$ cat src/rtl/noise_burst_sound.sv
// Noise-burst generator for crash, bang and explosion effects.
// The source is a 17-bit LFSR. Its amplitude comes either straight from the
// crsh nibble or from a triggered, linearly decaying envelope. A one-pole
// low-pass filter shapes the result, which is then registered onto out.
// Every register except pend advances only on the 48 kHz sample enable.
module noise_burst_sound #(
  parameter int OUT_W      = 16,
  parameter int AMP_W      = 4,
  parameter int NOISE_DIV  = 4,
  parameter int DECAY_DIV  = 256,
  parameter int FILT_SHIFT = 3
) (
  input  logic                    clk,
  input  logic                    rst,
  input  logic                    clk_en_48KHz,
  input  logic                    mode,
  input  logic                    trig,
  input  logic [AMP_W-1:0]        crsh,
  output logic signed [OUT_W-1:0] out
);

  localparam int NDIV_W = (NOISE_DIV > 1) ? $clog2(NOISE_DIV) : 1;
  localparam int DCNT_W = (DECAY_DIV > 1) ? $clog2(DECAY_DIV) : 1;
  localparam int SH     = OUT_W - 1 - AMP_W;
  localparam logic [NDIV_W-1:0] NDIV_LAST = NDIV_W'(NOISE_DIV - 1);
  localparam logic [DCNT_W-1:0] DCNT_LAST = DCNT_W'(DECAY_DIV - 1);

  logic [16:0]             lfsr;
  logic [NDIV_W-1:0]       ndiv;
  logic [AMP_W-1:0]        env;
  logic [DCNT_W-1:0]       dcnt;
  logic                    pend;
  logic signed [OUT_W-1:0] y;

  // A trigger seen on the enable cycle itself is consumed there, without waiting.
  logic take;
  assign take = pend | trig;

  // Step the LFSR. The all-zero lock-up state reloads the seed.
  logic [16:0] lfsr_step;
  assign lfsr_step = (lfsr == 17'd0) ? 17'h00001 : {lfsr[15:0], lfsr[16] ^ lfsr[13]};

  // The sample is built from pre-update state: the noise bit picks the sign of the
  // scaled amplitude. The largest magnitude, (2^AMP_W-1)<<SH, always fits in OUT_W.
  logic [AMP_W-1:0]        amp;
  logic [OUT_W-1:0]        mag;
  logic signed [OUT_W-1:0] x;
  assign amp = mode ? env : crsh;
  assign mag = OUT_W'(amp) << SH;
  assign x   = lfsr[16] ? $signed(mag) : -$signed(mag);

  // One-pole low-pass. The difference needs one extra bit. The update is a
  // fraction of the distance from y to x, so y never leaves the range of x.
  logic signed [OUT_W:0]   diff;
  logic signed [OUT_W-1:0] step;
  logic signed [OUT_W-1:0] y_nxt;
  assign diff  = $signed({x[OUT_W-1], x}) - $signed({y[OUT_W-1], y});
  assign step  = OUT_W'(diff >>> FILT_SHIFT);
  assign y_nxt = y + step;

  // Per-sample state update. Only the trigger latch runs on every clock.
  always_ff @(posedge clk) begin
    if (rst) begin
      lfsr <= 17'h00001;
      ndiv <= '0;
      env  <= '0;
      dcnt <= '0;
      pend <= 1'b0;
      y    <= '0;
      out  <= '0;
    end else if (clk_en_48KHz) begin
      pend <= 1'b0;
      if (ndiv == NDIV_LAST) begin
        ndiv <= '0;
        lfsr <= lfsr_step;
      end else begin
        ndiv <= ndiv + 1'b1;
      end
      if (take) begin
        env  <= crsh;
        dcnt <= '0;
      end else if (env != '0) begin
        if (dcnt == DCNT_LAST) begin
          env  <= env - 1'b1;
          dcnt <= '0;
        end else begin
          dcnt <= dcnt + 1'b1;
        end
      end
      y   <= y_nxt;
      out <= y_nxt;
    end else if (trig) begin
      pend <= 1'b1;
    end
  end

endmodule

$ cat config.mk
export PLATFORM = sky130hd
export DESIGN_NAME = noise_burst_sound
export DESIGN_NICKNAME = d
export VERILOG_FILES = /design/src/rtl/noise_burst_sound.sv
export SDC_FILE = /design/constraint.sdc
export NUM_CORES = 1
export LEC_CHECK = 0
export CORE_MARGIN = 4
export CORE_UTILIZATION = 30
export DETAILED_ROUTE_END_ITERATION = 16
export GPL_ROUTABILITY_DRIVEN = 0
export PLACE_DENSITY_LB_ADDON = 0.12
export SYNTH_ARGS = -nofsm -noshare
export SYNTH_HDL_FRONTEND = slang
export SYNTH_SLANG_ARGS = --single-unit
$ cat constraint.sdc
create_clock -name clk -period 6.1 [get_ports clk]
set_clock_uncertainty 0.1 [all_clocks]
set_input_delay 0.61 -clock clk [delete_from_list [all_inputs] [get_ports clk]]
set_output_delay 0.61 -clock clk [all_outputs]
set_load 0.005 [all_outputs]
==> impl_metrics.yaml, run 1 <==
outcome:
  status: "completed"
clock_tree:
  clk_pin_slew_ps: 100
  clk_latency_ps: 300
  cts.sinks: 48
  tritoncts.num_buffers: 5
  cts-root-buf: "clkbuf_8"
  holdBufCountCts: 0
  tritoncts: "yes"
  cts_max_level: 2
  cts_buffer_depth: 2
  cts_resized: 0
  post-cts-setup-buffer-count: 0
floorplanning:
  die_width_um: 110
  num_rows: 36
  core_area_um2: 9910
  die_y_um: 110
  dieArea_um2: 12000
  initial_core_util: 0.314
  boundaryPins: 25
drt:
  drt-total-wl_mm: 7.21
  postRouteAntennaNets: 0
  first_pass_iters: 4
  avgViaCountPerCell: 4.96
  first_iter_violations: 92
  drc: 0
  routedWlPerCell_um: 13.3
  num_vias: 2687
synthesis:
  synth_edf_count: 0
  synthArstFlopShare: 0
  yosys_warnings: 0
  ys.flop_type: "dfxtp_1"
  syn_avg_cell_area_um2: 7.97
  synth_cell_types: 49
  syn_inst: 390
  syn_nets: 423
  ys_ff_latch: 48
  synth_area_um2: 3110
  ys_seq_area_frac: 0.309
critical_path:
  setup.worst_path.start_class: "primary input"
  worstSetupEndpointType: "register"
  required_ps: 6230
  max_stage_delay_ps: 620
  cp_slowest_cell: "clkdlybuf4s50_1"
  cp_max_fo: 6
  worstSetupPathType: "primary input to register"
  path_common_cell: "o21a_1"
  arrival_ps: 4930
  crit_chain: "clkdlybuf4s50_1 -> mux2i_1 -> ha_1 -> nor2_1 -> a21oi_1 -> ha_1 -> a21o_1 -> a41oi_1 -> nor2b_1 -> o21a_1 -> nor2_1 -> xnor2_1 -> ha_1 -> o21a_1 -> o21a_1 -> o21a_1 -> or2_2 -> o2111a_1 -> or3_1 -> a21oi_1"
global_route:
  antenna_found_initial: 0
  track_usage: 0.128
  grtUsageMet3: 0.0223
  use_met2: 0.197
  grt_max_degree: 53
  overflow: 0
  top_usage_layer: "met2"
  grt_pass1_vias: 2496
  grt_pass1_wl_mm: 12.3
  met1_usage: 0.183
cells_and_area:
  diodes: 0
  nNetsFinal: 441
  drive_above_1_share: 0.0562
  synthToLayoutAreaGrowth_pct: 15.3
timing:
  grt_setup_unrepaired: "false"
  setup_viol: 0
  max_slew.worst_pin.slew_ps: 969
  relSlewSlack: 0.354
  hold_viol: 0
  tns_ps: 0
  fin_crit_sh: 0.786
  fmax_ghz: 0.209
  min_period_ps: 4790
  finalMaxSlewViolations: 0
power_and_ir_drop:
  pwr-share-seq: 0.219
  comb_power_share: 0.657
  power.clock.fraction: 0.124
  swShare: 0.433
  p_leak_nw: 1.38
  totalPowerFinal_w: 0.00195
  p_per_area_nw_per_um2: 545
  internal-power_w: 0.00111
  ir_drop_uv: 176
  p_switching_w: 0.000846
flow_run:
  cap_violations: 0
hold_path:
  hold_path.class: "register to register"
place:
  io_buffer_count: 24
  dp_hpwl_mm: 5.21
[flip-flops by register name (all words and copies together), names as in the netlist]
signal  cells
ndiv        2
lfsr       17
dcnt        8
y          16
env         4
pend        1
[power by group through the flow]
| stage | combinational, W | clock [W] | sequential (W) |
|---|---|---|---|
| 2_1_floorplan | 0.00100 | 0 | 0.000421 |
| 3_3_place_gp | 0.00129 | 0 | 0.000439 |
| 3_5_place_dp | 0.00129 | 0 | 0.000437 |
| 4_1_cts | 0.00130 | 0.000255 | 0.000430 |
| 5_1_grt | 0.00145 | 0.000266 | 0.000441 |
| 6_report | 0.00128 | 0.000242 | 0.000428 |
[placed cells by master, fill, tap and decap left out, types with 12 or more instances in the layout]
cell type,n
a21oi_1,39
o21ai_0,13
clkdlybuf4s50_1,23
inv_1,13
mux2i_1,13
ha_1,24
xnor2_1,16
xor2_1,12
nand2_1,48
nor2_1,39
dfxtp_1,48
[path summary, 6_finish.rpt]
path / start / to / slack, ps / depth (start not counted)
setup / recovery: mode / y[15] / 1310 / 20
hold / removal: lfsr[6] / lfsr[7] / 370 / 2
setup reg to reg: env[1] / y[15] / 1960 / 19
hold reg to reg: lfsr[6] / lfsr[7] / 370 / 2
[per-stage QoR]
stage               std cells   util  hold WS (ps)  setup WS [ps]  area, µm²
floorplan                 390      -           345           1620       3110
global placement          534  0.350           355           1080       3470
detailed placement        534  0.350           364            969       3470
CTS                       542  0.362           376           1290       3580
global route              542  0.362           401           1030       3580
finish                    542  0.362           368           1310       3580
[synth_stat cells, types with 3 or more instances]
master     n  share of area
xnor2_1   16          0.045
o31ai_1    4         0.0097
nand4_1    4         0.0081
nand2_1   48          0.058
nor4_1     5          0.010
nor3_1    10          0.016
or3_1      6          0.012
nor2_1    39          0.047
nand2b_1   5          0.010
dfxtp_1   48           0.31
o21a_1     6          0.014
a21o_1     8          0.019
and3_1     3         0.0060
mux2i_1   13          0.042
o211ai_1   3         0.0072
xor2_1    12          0.034
a211oi_1   7          0.017
a31oi_1    5          0.010
clkbuf_1  13          0.016
o21ai_0   13          0.021
or4_1      3         0.0072
nor2b_1    5          0.010
a21oi_1   39          0.063
nand3_1    5         0.0081
inv_1     13          0.016
or2_2      5          0.010
ha_1      24          0.097
[final cells by class]
type,instances,area [µm²]
Fill cell,1080,6330
Multi-Input combinational cell,314,2040
Clock inverter,3,47.5
Sequential cell,48,961
Tap cell,133,166
Timing Repair Buffer,26,250
Inverter,13,48.8
Clock buffer,5,68.8
[layer usage]
layer	wire length, µm	part of all wire
met4	94	0.013
met3	197	0.027
met1	3770	0.52
met5	0	0
met2	3150	0.44
[worst max-delay path: cells and delay by family]
kind	cells	cell delay [ps]
AO/OA/AOI/OAI	9	1410
adder cells (fa/ha/maj)	3	930
XOR/XNOR	1	130
multiplexers	1	330
buffers and inverters	1	620
AND/OR/NAND/NOR	5	900
[kinds of logic after synthesis]
kind of cell               share of synthesized area
AOI/OAI and AO/OA                              0.202
xor gates and xnor gates                      0.0789
adders and majority gates                     0.0999
buffers and inverters                         0.0338
DFF                                            0.309
muxes                                         0.0419
and+or+nand+nor                                0.234
Power figures use the tool's default switching activity.
==> run 2: changes to the inputs <==
Clock period 6.1 ns to 4.5 ns, I/O delays scaled along.
==> impl_metrics.yaml, run 2 (synthesis results as in run 1) <==
clock_tree:
  holdBufCountCts: 0
  cts_resized: 0
  tritoncts: "yes"
  cts_buffer_depth: 2
  cts-root-buf: "clkbuf_8"
  tritoncts.num_buffers: 5
  clk_pin_slew_ps: 90
  cts.sinks: 48
  post-cts-setup-buffer-count: 0
  clk_latency_ps: 300
  cts_max_level: 2
timing:
  relSlewSlack: 0.346
  hold_ws_ps: 373
  fin_crit_sh: 0.966
  tns_ps: 0
  grt_setup_unrepaired: "false"
  finalMaxSlewViolations: 0
  max_slew.worst_pin.slew_ps: 981
  min_period_ps: 4350
  setup_viol: 0
  fmax_ghz: 0.230
  hold_viol: 0
floorplanning:
  core_area_um2: 9910
  num_rows: 36
  boundaryPins: 25
  die_y_um: 110
  initial_core_util: 0.314
  dieArea_um2: 12000
  die_width_um: 110
power_and_ir_drop:
  p_per_area_nw_per_um2: 749
  ir_drop_uv: 286
  p_leak_nw: 1.43
critical_path:
  crit_chain: "clkdlybuf4s50_1 -> mux2i_1 -> ha_1 -> nor2_1 -> a21oi_1 -> ha_1 -> a21o_1 -> a41oi_2 -> nor2b_1 -> o21a_1 -> nor2_1 -> xnor2_1 -> ha_1 -> o21a_1 -> o21a_1 -> o21a_1 -> or2_2 -> o2111a_1 -> or3_1 -> a21oi_1"
  cp_max_fo: 3
  path_common_cell: "o21a_1"
  r2r_cells: 13
  worstSetupEndpointType: "register"
  timing.rr.end: "y[12]"
  required_ps: 4630
  rrSetupSlack_ps: 400
  setup.worst_path.start_class: "primary input"
  arrival_ps: 4470
  rr_startpoint: "y[3]"
  worstSetupPathType: "primary input to register"
  cp_slowest_cell: "clkdlybuf4s50_1"
  max_stage_delay_ps: 530
cells_and_area:
  largestRegisters: "lfsr (17), y (16), dcnt (8)"
  nNetsFinal: 452
  largest_register_ffs: 17
  utilization: 0.369
  drive_above_1_share: 0.0857
  largest-register: "lfsr"
  layout_common_cells: "48 x nand2_1, 48 x dfxtp_1, 39 x nor2_1, 39 x a21oi_1, 24 x ha_1"
  final_area_um2: 3660
  synthToLayoutAreaGrowth_pct: 17.8
  diodes: 0
drt:
  first_iter_violations: 112
  num_vias: 2767
  routedWlPerCell_um: 13.6
  drt-total-wl_mm: 7.52
  postRouteAntennaNets: 0
  drc: 0
  first_pass_iters: 4
  avgViaCountPerCell: 5.00
global_route:
  grt_pass1_wl_mm: 12.8
  overflow: 0
  grt_max_degree: 53
  grt_pass1_vias: 2620
  track_usage: 0.132
  antenna_found_initial: 0
place:
  placed_area_um2: 3550
  dp_hpwl_mm: 5.39
  io_buffer_count: 24
flow_run:
  cap_violations: 0
hold_path:
  hp-start: "lfsr[2]"
  whs_endpoint: "lfsr[3]"
  hold_path.class: "register to register"
  holdPathStages: 2
outcome:
  status: "completed"
run 2: area by class of cell:
cell class	count	area, µm²
multi-input combinational	314	2050
clock inverter	2	13.8
inverter	13	48.8
timing repair buffer	37	333
tap	133	166
sequential	48	961
fill	1057	6250
clock buffer	6	82.6
run 2: how the worst max path moves through the flow:
stage	startpoint	end	slack, ps	cells after the start
4_1_cts	mode	y[15]	120	19
2_1_floorplan	mode	y[15]	180	20
3_5_place_dp	mode	y[15]	-190	19
5_1_grt	mode	y[15]	8	20
6_report	mode	y[15]	150	20
3_3_place_gp	mode	y[15]	-60	20
run 2: per-layer routing:
| metal | GRT usage | up-vias | share of wire |
|---|---|---|---|
| met3 | 0.0200 | 2 | 0.029 |
| li1 | - | 1448 | - |
| met5 | 0 | - | 0 |
| met4 | 0.0294 | 0 | 0.0049 |
| met1 | 0.185 | 1279 | 0.52 |
| met2 | 0.214 | 38 | 0.44 |
run 2: through the flow:
stage | instances | worst slack (ps) | total power [W]
floorplan | 390 | 175 | 0.00193
global placement | 545 | -61.2 | 0.00245
detailed placement | 545 | -187 | 0.00244
CTS | 553 | 121 | 0.00274
global route | 553 | 8.24 | 0.00302
finish | 553 | 152 | 0.00274
run 2: critical path, delay by kind of cell:
family                   cells  cell delay (ps)
AND/OR/NAND/NOR              5              900
buffers and inverters        1              530
AO/OA/AOI/OAI                9             1350
multiplexers                 1              270
XOR/XNOR                     1              130
adder cells (fa/ha/maj)      3              840
run 2: power by group:
part / total (W) / switching (W) / internal (W)
sequential: 0.000581 / 0.0000913 / 0.000490
clock: 0.000281 / 0.000155 / 0.000126
combinational: 0.00188 / 0.000948 / 0.000930
total: 0.00274 / 0.00119 / 0.00155
